===== src/rtl/ddr_cfg_sequencer.sv =====
// ddr_cfg_sequencer: walks a command ROM (WRITE / POLL / DELAY / END) and issues
// each WRITE or POLL as one request/ack transaction toward the CSR master.
// Used to bring the DDR controller and PHY CSRs up after reset without a CPU.
//
// state   | meaning
// --------+--------------------------------------------------------------
// IDLE    | waiting for i_start
// FETCH   | one cycle of ROM read latency
// DECODE  | command word valid; latch fields, pick the next state
// SETUP   | two cycles with req low so the CSR master can capture addr/data
// REQ     | req high until ack or until the ack timeout expires
// GAP     | two cycles with req low; afterwards judge the poll result / advance
// DELAY   | count the delay field down to zero
// FINISH  | drop busy; record done or error
module ddr_cfg_sequencer #(
  parameter int ROM_ADDR_WIDTH = 8,
  parameter int CFG_ADDR_WIDTH = 28,
  parameter int CFG_DATA_WIDTH = 32,
  parameter int POLL_LIMIT     = 1024,
  parameter int ACK_TIMEOUT    = 4096
) (
  input  logic                      i_cfg_clk,
  input  logic                      i_cfg_reset,
  input  logic                      i_start,
  output logic                      o_busy,
  output logic                      o_done,
  output logic                      o_error,
  output logic [1:0]                o_error_code,
  output logic [ROM_ADDR_WIDTH-1:0] o_error_index,
  output logic [ROM_ADDR_WIDTH-1:0] o_rom_addr,
  input  logic [99:0]               i_rom_data,
  output logic [5:0]                o_cfg_tgt_id,
  output logic                      o_cfg_wr_rdn,
  output logic [CFG_ADDR_WIDTH-1:0] o_cfg_addr,
  output logic [CFG_DATA_WIDTH-1:0] o_cfg_wdata,
  output logic                      o_cfg_req,
  input  logic [CFG_DATA_WIDTH-1:0] i_cfg_rdata,
  input  logic                      i_cfg_ack
);

  typedef enum logic [2:0] {
    S_IDLE, S_FETCH, S_DECODE, S_SETUP, S_REQ, S_GAP, S_DELAY, S_FINISH
  } state_t;

  localparam logic [1:0] OP_WRITE = 2'd0;
  localparam logic [1:0] OP_POLL  = 2'd1;
  localparam logic [1:0] OP_DELAY = 2'd2;

  localparam logic [1:0] ERR_POLL = 2'd1;
  localparam logic [1:0] ERR_ACK  = 2'd2;

  localparam int ACK_W  = $clog2(ACK_TIMEOUT + 1);
  localparam int POLL_W = $clog2(POLL_LIMIT + 1);
  localparam logic [ACK_W-1:0]  ACK_LAST  = ACK_W'(ACK_TIMEOUT - 1);
  localparam logic [POLL_W-1:0] POLL_LAST = POLL_W'(POLL_LIMIT - 1);

  state_t state, state_nxt;

  logic [1:0]                cmd_op;
  logic [CFG_DATA_WIDTH-1:0] cmd_data;
  logic [CFG_DATA_WIDTH-1:0] cmd_mask;
  logic [CFG_DATA_WIDTH-1:0] rdata_q;
  logic [31:0]               delay_cnt;
  logic [ACK_W-1:0]          ack_cnt;
  logic [POLL_W-1:0]         poll_cnt;
  logic                      phase;      // second cycle of SETUP / GAP
  logic                      advance;
  logic                      ack_to;
  logic                      poll_to;
  logic                      poll_retry;
  logic                      poll_match;

  assign poll_match = ((rdata_q ^ cmd_data) & cmd_mask) == '0;
  // Derived from the state register so a synchronous reset drops req on the same edge.
  assign o_cfg_req  = (state == S_REQ);

  // State register.
  always_ff @(posedge i_cfg_clk) begin
    if (i_cfg_reset) state <= S_IDLE;
    else             state <= state_nxt;
  end

  // Next-state decode and per-cycle decision strobes.
  always_comb begin
    state_nxt  = state;
    advance    = 1'b0;
    ack_to     = 1'b0;
    poll_to    = 1'b0;
    poll_retry = 1'b0;
    case (state)
      S_IDLE:   if (i_start) state_nxt = S_FETCH;
      S_FETCH:  state_nxt = S_DECODE;
      S_DECODE: begin
        case (i_rom_data[99:98])
          OP_WRITE, OP_POLL: state_nxt = S_SETUP;
          OP_DELAY:          state_nxt = S_DELAY;
          default:           state_nxt = S_FINISH;
        endcase
      end
      S_SETUP:  if (phase) state_nxt = S_REQ;
      S_REQ: begin
        if (i_cfg_ack) begin
          state_nxt = S_GAP;
        end else if (ack_cnt == ACK_LAST) begin
          ack_to    = 1'b1;
          state_nxt = S_FINISH;
        end
      end
      S_GAP: begin
        if (phase) begin
          if (cmd_op == OP_WRITE || poll_match) begin
            advance = 1'b1;
          end else if (poll_cnt == POLL_LAST) begin
            poll_to   = 1'b1;
            state_nxt = S_FINISH;
          end else begin
            poll_retry = 1'b1;
            state_nxt  = S_SETUP;
          end
        end
      end
      S_DELAY:  if (delay_cnt == '0) advance = 1'b1;
      S_FINISH: state_nxt = S_IDLE;
      default:  state_nxt = S_IDLE;
    endcase
    // Running off the end of the ROM behaves like END rather than wrapping to 0.
    if (advance) state_nxt = (o_rom_addr == '1) ? S_FINISH : S_FETCH;
  end

  // Datapath: command latch, counters, CSR fields and status flags.
  always_ff @(posedge i_cfg_clk) begin
    if (i_cfg_reset) begin
      o_busy        <= 1'b0;
      o_done        <= 1'b0;
      o_error       <= 1'b0;
      o_error_code  <= 2'd0;
      o_error_index <= '0;
      o_rom_addr    <= '0;
      o_cfg_tgt_id  <= '0;
      o_cfg_wr_rdn  <= 1'b0;
      o_cfg_addr    <= '0;
      o_cfg_wdata   <= '0;
      cmd_op        <= 2'd0;
      cmd_data      <= '0;
      cmd_mask      <= '0;
      rdata_q       <= '0;
      delay_cnt     <= '0;
      ack_cnt       <= '0;
      poll_cnt      <= '0;
      phase         <= 1'b0;
    end else begin
      case (state)
        S_IDLE: begin
          if (i_start) begin
            o_busy        <= 1'b1;
            o_done        <= 1'b0;
            o_error       <= 1'b0;
            o_error_code  <= 2'd0;
            o_error_index <= '0;
            o_rom_addr    <= '0;
          end
        end
        S_DECODE: begin
          cmd_op    <= i_rom_data[99:98];
          cmd_data  <= CFG_DATA_WIDTH'(i_rom_data[63:32]);
          cmd_mask  <= CFG_DATA_WIDTH'(i_rom_data[31:0]);
          delay_cnt <= i_rom_data[63:32];
          poll_cnt  <= '0;
          phase     <= 1'b0;
          if (i_rom_data[99:98] == OP_WRITE || i_rom_data[99:98] == OP_POLL) begin
            o_cfg_tgt_id <= i_rom_data[97:92];
            o_cfg_addr   <= CFG_ADDR_WIDTH'(i_rom_data[91:64]);
            o_cfg_wdata  <= CFG_DATA_WIDTH'(i_rom_data[63:32]);
            o_cfg_wr_rdn <= (i_rom_data[99:98] == OP_WRITE);
          end
        end
        S_SETUP: begin
          phase   <= ~phase;
          ack_cnt <= '0;
        end
        S_REQ: begin
          ack_cnt <= ack_cnt + 1'b1;
          if (i_cfg_ack) rdata_q <= i_cfg_rdata;
          if (ack_to)    o_error_code <= ERR_ACK;
        end
        S_GAP: begin
          phase <= ~phase;
          if (poll_retry) poll_cnt <= poll_cnt + 1'b1;
          if (poll_to)    o_error_code <= ERR_POLL;
        end
        S_DELAY: begin
          if (delay_cnt != '0) delay_cnt <= delay_cnt - 1'b1;
        end
        S_FINISH: begin
          o_busy <= 1'b0;
          if (o_error_code != 2'd0) begin
            o_error       <= 1'b1;
            o_error_index <= o_rom_addr;
          end else begin
            o_done <= 1'b1;
          end
        end
        default: ;
      endcase
      if (advance && o_rom_addr != '1) o_rom_addr <= o_rom_addr + 1'b1;
    end
  end

endmodule


===== config.mk =====
export PLATFORM = sky130hd
export DESIGN_NAME = ddr_cfg_sequencer
export DESIGN_NICKNAME = d
export VERILOG_FILES = /design/src/rtl/ddr_cfg_sequencer.sv
export SDC_FILE = /design/constraint.sdc
export NUM_CORES = 1
export LEC_CHECK = 0
export BUFFER_PORTS_ARGS = -buffer_cell sky130_fd_sc_hd__buf_2
export CAP_MARGIN = 20
export CELL_PAD_IN_SITES_DETAIL_PLACEMENT = 1
export CELL_PAD_IN_SITES_GLOBAL_PLACEMENT = 1
export CORE_MARGIN = 2
export CORE_UTILIZATION = 40
export DETAILED_ROUTE_END_ITERATION = 10
export GPL_TIMING_DRIVEN = 0
export PLACE_DENSITY = 0.86
export SLEW_MARGIN = 20
export SYNTH_ARGS = -nofsm -noshare
export SYNTH_HDL_FRONTEND = slang
export SYNTH_SLANG_ARGS = --single-unit

===== constraint.sdc =====
create_clock -name i_cfg_clk -period 4.4 [get_ports i_cfg_clk]
set_input_delay 0 -clock i_cfg_clk [delete_from_list [all_inputs] [get_ports i_cfg_clk]]
set_output_delay 0 -clock i_cfg_clk [all_outputs]
set_load 0.05 [all_outputs]

==> metrics.yaml <==
synth:
  synth_cell_types: 59
  ys_top_cells_by_area: "dfxtp_1 46%, nand2_1 14%, a21oi_1 10%, xor2_1 3.1%, clkbuf_1 3.0%"
  synth_ff_type: "dfxtp_1"
  ys_top_cells_by_count: "398 x nand2_1, 246 x dfxtp_1, 218 x a21oi_1"
  synth_top_area_share_pct: 46.3
  synth_nets: 1532
  ys_ff_latch: 246
  syn_area_sq_mm: 0.0106
  synth.avg_cell_area_sq_um: 7.64
  synth-async-reset-ratio_pct: 0
  syn_inst: 1391
  synth.most_common_cell: "nand2_1"
  yosysWarnings: 0
  ys_seq_area_share_pct: 46.3
  synth.largest_area_cell: "dfxtp_1"
  synth_edf_count: 0
floorplanning:
  dieHeight_microns: 167
  core_area_sq_mm: 0.0261
  die_w_microns: 167
  io_pins: 225
  rows: 59
  initial_core_util_pct: 40.8
  die_area_sq_mm: 0.0279
cells_and_area:
  syn_to_final_growth_pct: 36.0
  regArea_sq_mm: 0.00492
  multi_input_comb_area_sq_mm: 0.00533
  nets: 1919
  fin_util_pct: 55.5
  drive_above_1_share_pct: 15.6
  fin_cells: 2135
  fillCellCount: 3198
cts:
  root_buffer: "clkbuf_16"
  cts_tree: "built"
  cts_buffer_depth: 3
  h-tree-depth: 1
  cts_setup_buffers: 0
  cts_sinks: 246
  clock_latency_ps: 560
  clkTransAtPathRegs_ps: 60
  cts-buffers-inserted: 28
routing:
  drtIter0Drc: 834
  vias: 12365
  remaining_drc_errors: 0
  wirelength_microns: 49000
  wl_per_cell_microns: 23.0
  vias_per_cell: 5.79
  first_pass_iters: 5
  ant_nets: 0
place:
  numPortBuffers: 223
  gp_congestion: 0.927
  dp_hpwl_microns: 29600
  dp.cells: 1949
grt:
  overflow: 0
  track_usage_pct: 34.1
  grt_pass1_vias: 13218
  grt_max_degree: 15
  grt_first_pass_wirelength_microns: 76000
  grt_antenna_before_repair: 2
power:
  combPwrFrac_pct: 34.0
  leakage_nw: 5.80
  internal_power_mw: 4.80
  swShare_pct: 39.8
  ir_drop_mv: 0.313
  power_density_mw_per_mm2: 552
  p_switching_mw: 3.18
  power.total_mw: 7.98
  clockPowerShare_pct: 30.7
  seqPwrFrac_pct: 35.3
setup_path:
  crit_top_cell: "or4_4"
  endpoint_kind: "flop"
  critPathKind: "flop to flop"
  path_max_fanout: 10
  cp_slowest_cell: "or4_4"
  worst_path_largest_cell_delay_ps: 600
  cp.required_ps: 4800
  path_cells: "or4_4 -> or3_4 -> or4_4 -> o21ai_1 -> buf_2 -> a2bb2oi_1 -> nor2_1"
  start_kind: "flop"
  arrival_ps: 3760
sta:
  hold_viol_final: 0
  finalCritPeriodShare_pct: 76.2
  finalSetupTns_ps: 0
  maxSlewHeadroom_pct: 39.1
  worst_clock_skew_ps: 15.4
  post-route-min-period_ps: 3350
  finalMaxSlewViolations: 0
  setup_viol: 0
  clock.fmax_mhz: 298
  rsz0062_at_grt: "false"
  worst_pin_slew_ps: 906
hold_path:
  hold_class: "primary input to flop"
flow_run:
  max_cap_violations: 0
run_status:
  outcome: "finished clean"
[registers in the layout, summed over array words and instances (netlist names), 8 cells and up]
signal         cells
o_cfg_addr        28
ack_cnt           13
rdata_q           32
cmd_data          32
o_error_index      8
poll_cnt          11
delay_cnt         32
o_rom_addr         8
o_cfg_wdata       32
cmd_mask          32
[logic make-up (layout without fill, tap and decap cells)]
logic type               after synthesis  in the layout  synth area share, %
XOR/XNOR                              40             40                 3.29
adder cells (fa/ha/maj)                5              5                0.588
AND/OR/NAND/NOR                      626            626                 25.5
buffers and inverters                103            510                 3.66
flip-flops                           246            246                 46.3
AO/OA/AOI/OAI                        357            357                 19.2
multiplexers                          14             14                 1.39
other                                  0              2                    0
[metal layers]
layer  vias up  global-route usage [%]  wire (microns)
met5         -                       0               0
met4         0                    16.4            2440
met3       181                    6.65            3700
met2       601                    60.1           24200
met1      6013                    39.5           18700
li1       5570                       -               -
[path summary, 6_finish.rpt]
| check | from | to | slack [ps] | cells after the start |
|---|---|---|---|---|
| max | delay_cnt[24]$_SDFFE_PP0P_ | delay_cnt[24]$_SDFFE_PP0P_ | 1050 | 7 |
| min | i_cfg_reset | poll_cnt[6]$_SDFFE_PP0P_ | 20 | 3 |
| max reg2reg | delay_cnt[24]$_SDFFE_PP0P_ | delay_cnt[24]$_SDFFE_PP0P_ | 1050 | 7 |
| min reg2reg | o_cfg_wdata[4]$_SDFFE_PP0P_ | o_cfg_wdata[4]$_SDFFE_PP0P_ | 450 | 2 |
[worst max-delay path, delay by kind of cell, from the launching register on]
kind / cells / cell delay [ps]
and+or+nand+nor: 4 / 1620
buffers and inverters: 1 / 380
AOI/OAI and AO/OA: 2 / 840
DFF: 1 / 380
[layout make-up]
| cell class | instances | share of cell area [%] |
|---|---|---|
| diodes | 2 | 0.0346 |
| plain buffers | 91 | 2.38 |
| clock buffers | 44 | 5.68 |
| clock inverters | 6 | 0.831 |
| inverters | 12 | 0.311 |
| multi-input cells | 1042 | 36.8 |
| flip-flops and latches | 246 | 34.1 |
| well taps | 335 | 2.90 |
| repair buffers | 357 | 17.0 |
[metrics by stage]
step	hold WS (ps)	cell area (sq um)	worst slack, ps
5_1_grt	57.7	14500	840
6_report	19.6	14500	1050
3_3_place_gp	240	12200	1090
4_1_cts	12.8	14500	1100
2_1_floorplan	136	10600	1710
3_5_place_dp	247	12200	1180
[power groups by stage]
stage	clock, mW	combinational [mW]	sequential (mW)
after global placement	0	2.38	2.80
after floorplan	0	1.46	3.00
final	2.45	2.72	2.82
after CTS	2.42	2.59	2.78
after global routing	2.54	2.93	2.84
after detailed placement	0	2.46	2.82
[repair_timing]
action                                  4_1_cts  5_1_grt
endpoints found under the setup margin        0        0
endpoints found under the hold margin       196        0
gates resized for setup                       0        0
hold buffers                                134        0
[placed cells by master, fill, tap and decap left out, drive strengths merged, types with 19 or more instances in the layout]
cell type      n
a22oi         24
dlygate4sd3  134
nand3         32
a21oi        218
buf          229
nor3          22
nor2          74
nand2        398
clkbuf       129
o21ai         41
dfxtp        246
xor2          38
nand4         19
No activity file was read; power rests on OpenSTA's default activity.
